$ cat src/rtl/arch_defs_pkg.sv
// Shared definitions for the SAP-2 fetch unit: state encoding and the reset vector default.
package arch_defs_pkg;

  typedef enum logic [2:0] {
    S_RESET_VECTOR = 3'd0,
    S_LATCH_ADDR   = 3'd1,
    S_READ_BYTE    = 3'd2,
    S_LATCH_BYTE   = 3'd3,
    S_CHECK_MORE   = 3'd4,
    S_PRESENT      = 3'd5,
    S_HALT         = 3'd6
  } fetch_state_t;

  localparam logic [15:0] RESET_VECTOR_DEFAULT = 16'hF000;

endpackage

$ cat src/rtl/fetch_operand_buffer.sv
// Indexed byte-capture register: index 0 holds the opcode, index k holds operand k-1.
module fetch_operand_buffer #(
  parameter int DATA_WIDTH   = 8,
  parameter int MAX_OPERANDS = 3,
  parameter int IDX_W        = $clog2(MAX_OPERANDS + 1)
) (
  input  logic                             clk,
  input  logic                             reset,
  input  logic                             clr,
  input  logic                             wr_en,
  input  logic [IDX_W-1:0]                 wr_idx,
  input  logic [DATA_WIDTH-1:0]            wr_data,
  output logic [DATA_WIDTH-1:0]            opcode,
  output logic [MAX_OPERANDS*DATA_WIDTH-1:0] operands
);

  logic [DATA_WIDTH-1:0]              opcode_q, opcode_d;
  logic [MAX_OPERANDS*DATA_WIDTH-1:0] operands_q, operands_d;

  always_comb begin
    opcode_d   = opcode_q;
    operands_d = operands_q;
    // Clear only the operand slots; the opcode is always rewritten by the first byte.
    if (clr) operands_d = '0;
    if (wr_en) begin
      if (wr_idx == '0) opcode_d = wr_data;
      for (int i = 0; i < MAX_OPERANDS; i++) begin
        if (wr_idx == IDX_W'(i + 1)) operands_d[i*DATA_WIDTH +: DATA_WIDTH] = wr_data;
      end
    end
  end

  always_ff @(posedge clk) begin
    if (!reset) begin
      opcode_q   <= '0;
      operands_q <= '0;
    end else begin
      opcode_q   <= opcode_d;
      operands_q <= operands_d;
    end
  end

  assign opcode   = opcode_q;
  assign operands = operands_q;

endmodule

$ cat src/rtl/multi_byte_fetch_unit.sv
// SAP-2 multi-byte instruction fetch sequencer with valid/ready hand-off to execute.
// Optional feature macro: FETCH_BRANCH_EN (honour branch_valid/branch_target on handshake).
module multi_byte_fetch_unit
  import arch_defs_pkg::*;
#(
  parameter int                    ADDR_WIDTH   = 16,
  parameter int                    DATA_WIDTH   = 8,
  parameter int                    MAX_OPERANDS = 3,
  parameter int                    MEM_LATENCY  = 1,
  parameter logic [ADDR_WIDTH-1:0] RESET_VECTOR = ADDR_WIDTH'(RESET_VECTOR_DEFAULT)
) (
  input  logic                               clk,
  input  logic                               reset,
  output logic [ADDR_WIDTH-1:0]              mem_addr,
  output logic                               mem_read,
  input  logic [DATA_WIDTH-1:0]              mem_data,
  output logic [DATA_WIDTH-1:0]              len_opcode,
  input  logic [$clog2(MAX_OPERANDS+1)-1:0]  len_operands,
  output logic                               instr_valid,
  input  logic                               instr_ready,
  output logic [DATA_WIDTH-1:0]              instr_opcode,
  output logic [MAX_OPERANDS*DATA_WIDTH-1:0] instr_operands,
  output logic [ADDR_WIDTH-1:0]              instr_pc,
  output logic [ADDR_WIDTH-1:0]              pc_out,
  input  logic                               halt,
  input  logic                               branch_valid,
  input  logic [ADDR_WIDTH-1:0]              branch_target,
  output logic                               halted,
  output logic                               len_error
);

  localparam int LEN_W  = $clog2(MAX_OPERANDS + 1);
  localparam int WAIT_W = (MEM_LATENCY > 1) ? $clog2(MEM_LATENCY) : 1;

  fetch_state_t            state_q, state_d;
  logic [ADDR_WIDTH-1:0]   pc_q, pc_d;
  logic [ADDR_WIDTH-1:0]   mem_addr_q, mem_addr_d;
  logic                    mem_read_q, mem_read_d;
  logic [LEN_W-1:0]        idx_q, idx_d;
  logic [LEN_W-1:0]        eff_len_q, eff_len_d;
  logic [WAIT_W-1:0]       wait_q, wait_d;
  logic                    len_error_q, len_error_d;
  logic [ADDR_WIDTH-1:0]   instr_pc_q, instr_pc_d;
  logic [LEN_W-1:0]        len_eff;
  logic [DATA_WIDTH-1:0]   opcode_w;

  function automatic logic [LEN_W-1:0] clamp_len(input logic [LEN_W-1:0] n);
    if (n > LEN_W'(MAX_OPERANDS)) return LEN_W'(MAX_OPERANDS);
    return n;
  endfunction

`ifndef FETCH_BRANCH_EN
  logic unused_branch;
  assign unused_branch = ^{branch_valid, branch_target};
`endif

  always_comb begin
    state_d     = state_q;
    pc_d        = pc_q;
    mem_addr_d  = mem_addr_q;
    mem_read_d  = 1'b0;
    idx_d       = idx_q;
    eff_len_d   = eff_len_q;
    wait_d      = wait_q;
    len_error_d = len_error_q;
    instr_pc_d  = instr_pc_q;
    len_eff     = eff_len_q;
    case (state_q)
      S_RESET_VECTOR: begin
        pc_d    = RESET_VECTOR;
        idx_d   = '0;
        state_d = S_LATCH_ADDR;
      end
      S_LATCH_ADDR: begin
        mem_addr_d = pc_q;
        mem_read_d = 1'b1;
        wait_d     = WAIT_W'(MEM_LATENCY - 1);
        state_d    = S_READ_BYTE;
      end
      S_READ_BYTE: begin
        if (wait_q == '0) begin
          state_d = S_LATCH_BYTE;
        end else begin
          wait_d     = wait_q - WAIT_W'(1);
          mem_read_d = 1'b1;
        end
      end
      S_LATCH_BYTE: begin
        pc_d = pc_q + ADDR_WIDTH'(1);
        if (idx_q == '0) instr_pc_d = pc_q;
        state_d = S_CHECK_MORE;
      end
      S_CHECK_MORE: begin
        // The decoder sees the freshly latched opcode here, so length is sampled once per instruction.
        if (idx_q == '0) begin
          len_eff   = clamp_len(len_operands);
          eff_len_d = len_eff;
          if (len_operands > LEN_W'(MAX_OPERANDS)) len_error_d = 1'b1;
        end
        if (idx_q < len_eff) begin
          idx_d   = idx_q + LEN_W'(1);
          state_d = S_LATCH_ADDR;
        end else begin
          state_d = S_PRESENT;
        end
      end
      S_PRESENT: begin
        if (instr_ready) begin
          idx_d = '0;
          if (halt) begin
            state_d = S_HALT;
          end else begin
            state_d = S_LATCH_ADDR;
`ifdef FETCH_BRANCH_EN
            if (branch_valid) pc_d = branch_target;
`endif
          end
        end
      end
      S_HALT: state_d = S_HALT;
      default: state_d = S_RESET_VECTOR;
    endcase
  end

  always_ff @(posedge clk) begin
    if (!reset) begin
      state_q     <= S_RESET_VECTOR;
      pc_q        <= '0;
      mem_addr_q  <= '0;
      mem_read_q  <= 1'b0;
      idx_q       <= '0;
      eff_len_q   <= '0;
      wait_q      <= '0;
      len_error_q <= 1'b0;
      instr_pc_q  <= '0;
    end else begin
      state_q     <= state_d;
      pc_q        <= pc_d;
      mem_addr_q  <= mem_addr_d;
      mem_read_q  <= mem_read_d;
      idx_q       <= idx_d;
      eff_len_q   <= eff_len_d;
      wait_q      <= wait_d;
      len_error_q <= len_error_d;
      instr_pc_q  <= instr_pc_d;
    end
  end

  fetch_operand_buffer #(
    .DATA_WIDTH  (DATA_WIDTH),
    .MAX_OPERANDS(MAX_OPERANDS),
    .IDX_W       (LEN_W)
  ) u_buf (
    .clk     (clk),
    .reset   (reset),
    .clr     ((state_q == S_LATCH_ADDR) && (idx_q == '0)),
    .wr_en   (state_q == S_LATCH_BYTE),
    .wr_idx  (idx_q),
    .wr_data (mem_data),
    .opcode  (opcode_w),
    .operands(instr_operands)
  );

  assign mem_addr     = mem_addr_q;
  assign mem_read     = mem_read_q;
  assign len_opcode   = opcode_w;
  assign instr_opcode = opcode_w;
  assign instr_pc     = instr_pc_q;
  assign pc_out       = pc_q;
  assign instr_valid  = (state_q == S_PRESENT);
  assign halted       = (state_q == S_HALT);
  assign len_error    = len_error_q;

endmodule
$ cat config.mk
export PLATFORM = sky130hd
export DESIGN_NAME = multi_byte_fetch_unit
export DESIGN_NICKNAME = d
export VERILOG_FILES = /design/src/rtl/arch_defs_pkg.sv /design/src/rtl/fetch_operand_buffer.sv /design/src/rtl/multi_byte_fetch_unit.sv
export SDC_FILE = /design/constraint.sdc
export NUM_CORES = 1
export LEC_CHECK = 0
export CORE_MARGIN = 2
export CORE_UTILIZATION = 38
export DETAILED_ROUTE_END_ITERATION = 12
export PLACE_DENSITY_LB_ADDON = 0.08
export SETUP_SLACK_MARGIN = 0.1
export SYNTH_ARGS = -nofsm -noshare
export SYNTH_HDL_FRONTEND = slang
export SYNTH_SLANG_ARGS = --single-unit
$ cat constraint.sdc
create_clock -name clk -period 2.35 [get_ports clk]
set_input_delay 0.3525 -clock clk [delete_from_list [all_inputs] [get_ports clk]]
set_output_delay 0.3525 -clock clk [all_outputs]
set_load 0.05 [all_outputs]
==> summary.txt <==
Run status
  • Status: completed

Timing
  • F_max: about 470 MHz
  • Tightest Pin Transition: about 0.67 ns
  • Min Tclk post-route: ~2.1 ns
  • RSZ-0062 raised after global routing: false
  • Worst slew margin: 55.2%
  • Final Hold Fails: 0
  • Final Cycle Share: about 91%
  • Setup violations, final: 0
  • Worst Clk Skew: 0.00960 ns
  • Setup_tns: 0 ns
  • Slew Limit Fails: 0

Drt
  • Routed len/inst: between 10 and 15 um
  • Vias post-DR: about 3300
  • Drt total wl: 9.45 mm
  • DRC viols: 0
  • Avg Vias per Cell: roughly 5.0
  • DRT Pass-1 Iters: 4
  • Antenna Nets Post-Route: 0
  • Initial drt markers: 71

Synthesis
  • XOR/XNOR share of the synthesized area: less than 1%
  • Ys flop type: dfxtp_1
  • Compound-Gate Fraction of Synth Area: 17.9%
  • Distinct cell type count after synthesis: 49
  • Syn_nets: around 470
  • Post-synthesis sequential area ratio: 48.7%
  • Cell count after synthesis: 428
  • Simple-Gate Fraction of Synth Area: a little under a quarter
  • Synth Cell Area: approximately 3600 sq um
  • Ys async rst share: 0%
  • Largest family of logic cells by synthesized area: simple AND/OR/NAND/NOR gates
  • Synth Warn #: 0
  • Synth Area in Adders: slightly above 2%
  • Syn_area_per_cell: 8.46 sq um
  • Post-synth EDFFs: 0
  • Mux contribution to synthesized area: 1.42%
  • Yosys reg bits: 88

Setup path
  • Largest stage delay on the critical path: 0.88 ns
  • Crit path max-delay family: buffers and inverters
  • Worst Setup SP: pc_out[5]
  • Critical path arrival: approximately 1.8 ns
  • Cell chain of the critical path: clkdlybuf4s50_1
  • Slowest cell on the critical path: clkdlybuf4s50_1
  • CP max FO: 9
  • Setup CP Type: flip-flop to output port
  • Worst reg2reg startpoint: state_q[2]
  • Req. time, crit path: approximately 2 ns
  • Worst Path Buf+Inv: 1
  • CP Launch Type: flip-flop
  • Setup crit end kind: output port

Clock network
  • Clock Pin Slew Worst Setup and Hold Paths: 0.09 ns
  • CTS Sinks: 88
  • # H-tree levels: 3
  • Root Driver: clkbuf_8
  • Post-CTS Setup Inserts: 0
  • CTS tree: yes
  • Inserted Clock Buffers: 9
  • Clock tree buffer depth: 2
  • Cts hold-fix bufs: 0
  • Worst skew pair latency: 0.36 ns
  • PostCTS Resize Cnt: 0

Place
  • Dpl cells: 636
  • Buffers on Ports: 104
  • DP Wirelength: around 6.7 mm
  • GPL Wtd Cong: 0.719

Power
  • Int Pwr: 2.13 mW
  • Pwr dens: 602 nW/um^2
  • Sequential fraction of design power: 52.1%
  • Pwr Total: 2.96 mW
  • Switching portion of total power: 28.0%
  • Clock share of power: 35.8%
  • Gate power share: roughly an eighth
  • Leak pwr: around 1.7 nW
  • NetSw: 829 uW
  • Max IR drop VDD: 0.279 mV

Hold path
  • Hold/Removal Path Class: flip-flop to flip-flop
  • Hold_sp: mem_addr[8]

Floorplanning
  • Die X: 102 um
  • Die area: 10300 sq um
  • Initial Util: slightly below 40%
  • Die span in y: slightly above 100 um
  • Site row count: 35
  • I/O pin count: 123
  • Core area: 9240 sq um

GRT
  • First-pass GRT wire length: 15.6 mm
  • Initial antenna violation count: 0
  • GRT overflow: 0
  • GRT Resource Usage Total: roughly a fifth
  • Number of global-route vias before repair: 3204
  • Largest net degree at the start of global routing: 35

Layout
  • Most frequent cells in the layout: clkdlybuf4s50_1 (102), nand2_1 (89), dfxtp_1 (88), a21oi_1 (52), nor2_1 (36)
  • Layout Cells excl Fill: 652
  • Commonest non-fill, non-tap cell in the layout: clkdlybuf4s50_1
  • # nets final: 555
  • Syn-to-layout area delta: 36.0%
  • Ant. Diodes: 0
  • Layout cells sized above 1: 8.22%

Flow run
  • Max Cap Viol: 0
==> registers in the layout (all words and copies together) (netlist names) <==
| signal | cells |
|---|---|
| eff_len_q | 2 |
| u_buf.opcode | 8 |
| mem_addr | 16 |
| state_q | 3 |
| pc_out | 16 |
| u_buf.operands | 24 |
| idx_q | 2 |
| mem_read | 1 |
| instr_pc | 16 |
==> layer usage <==
metal  GRT usage, %  wire length, um  up-vias  part of all wire, %
met2           31.1             4520       77                   48
met5              0                0        -                    0
met3           4.35              488       16                  5.2
met1           23.9             4270     1532                   45
met4           7.90              167        0                  1.8
li1               -                -     1654                    -
==> per-stage QoR <==
step / cell area [sq um] / utilization (%) / setup slack (ns) / hold WS [ns]
2_1_floorplan: 3620 / - / 0.346 / 0.459
3_5_place_dp: 4730 / 51.2 / 0.402 / 0.447
4_1_cts: 4920 / 53.3 / 0.197 / 0.458
3_3_place_gp: 4730 / 51.2 / 0.448 / 0.441
6_report: 4920 / 53.3 / 0.207 / 0.457
5_1_grt: 4920 / 53.3 / 0.128 / 0.471
==> power by group through the flow <==
stage          sequential [mW]  clock [mW]  combinational, mW
6_report                  1.54        1.06              0.360
5_1_grt                   1.55        1.14              0.390
4_1_cts                   1.54        1.09              0.362
3_5_place_dp              1.58           0              0.361
3_3_place_gp              1.58           0              0.358
2_1_floorplan             1.64           0              0.173
==> area by class of cell <==
type                            instances  area, sq um
Clock buffer                           10          128
Clock inverter                          6         67.6
Fill cell                             877         4320
Inverter                                6         22.5
Multi-Input combinational cell        293         1610
Sequential cell                        88         1760
Tap cell                              129          161
Timing Repair Buffer                  120         1170
==> worst paths after layout <==
kind | to | slack [ns] | depth (start not counted)
min reg2reg | mem_addr[8] | 0.46 | 2
max reg2reg | u_buf.operands[0] | 0.38 | 4
max | pc_out[5] | 0.21 | 1
min | mem_addr[8] | 0.46 | 2
==> kinds of logic after synthesis <==
group	after synthesis
AOI/OAI and AO/OA	107
xor gates and xnor gates	1
adders and majority gates	6
buffers and inverters	47
DFF	88
muxes	5
other	1
and+or+nand+nor	173
==> synth_stat cells (2+ instances only) <==
library cell	number	share of area [%]
dfxtp_1	88	49
o31ai_1	4	0.83
a31oi_1	6	1.0
nor3b_1	2	0.41
or3_1	3	0.52
ha_1	6	2.1
and2_1	3	0.52
buf_6	3	0.93
or4_2	2	0.48
nor3_1	2	0.28
inv_1	6	0.62
and3_1	2	0.35
or4_1	4	0.83
and4b_1	3	0.83
nand3_1	5	0.69
clkbuf_1	19	2.0
and3b_1	3	0.73
buf_4	10	2.1
nand3b_1	4	0.83
nor2b_1	2	0.35
nand4_1	5	0.86
o311ai_0	2	0.48
a21oi_1	52	7.2
nand2_1	89	9.2
buf_1	2	0.21
mux2i_1	4	1.1
buf_2	7	0.97
nor2_1	36	3.7
a211oi_1	3	0.62
a22oi_1	25	5.2
o21ai_0	8	1.1
Note: power is estimated with default switching activity, not from simulation.
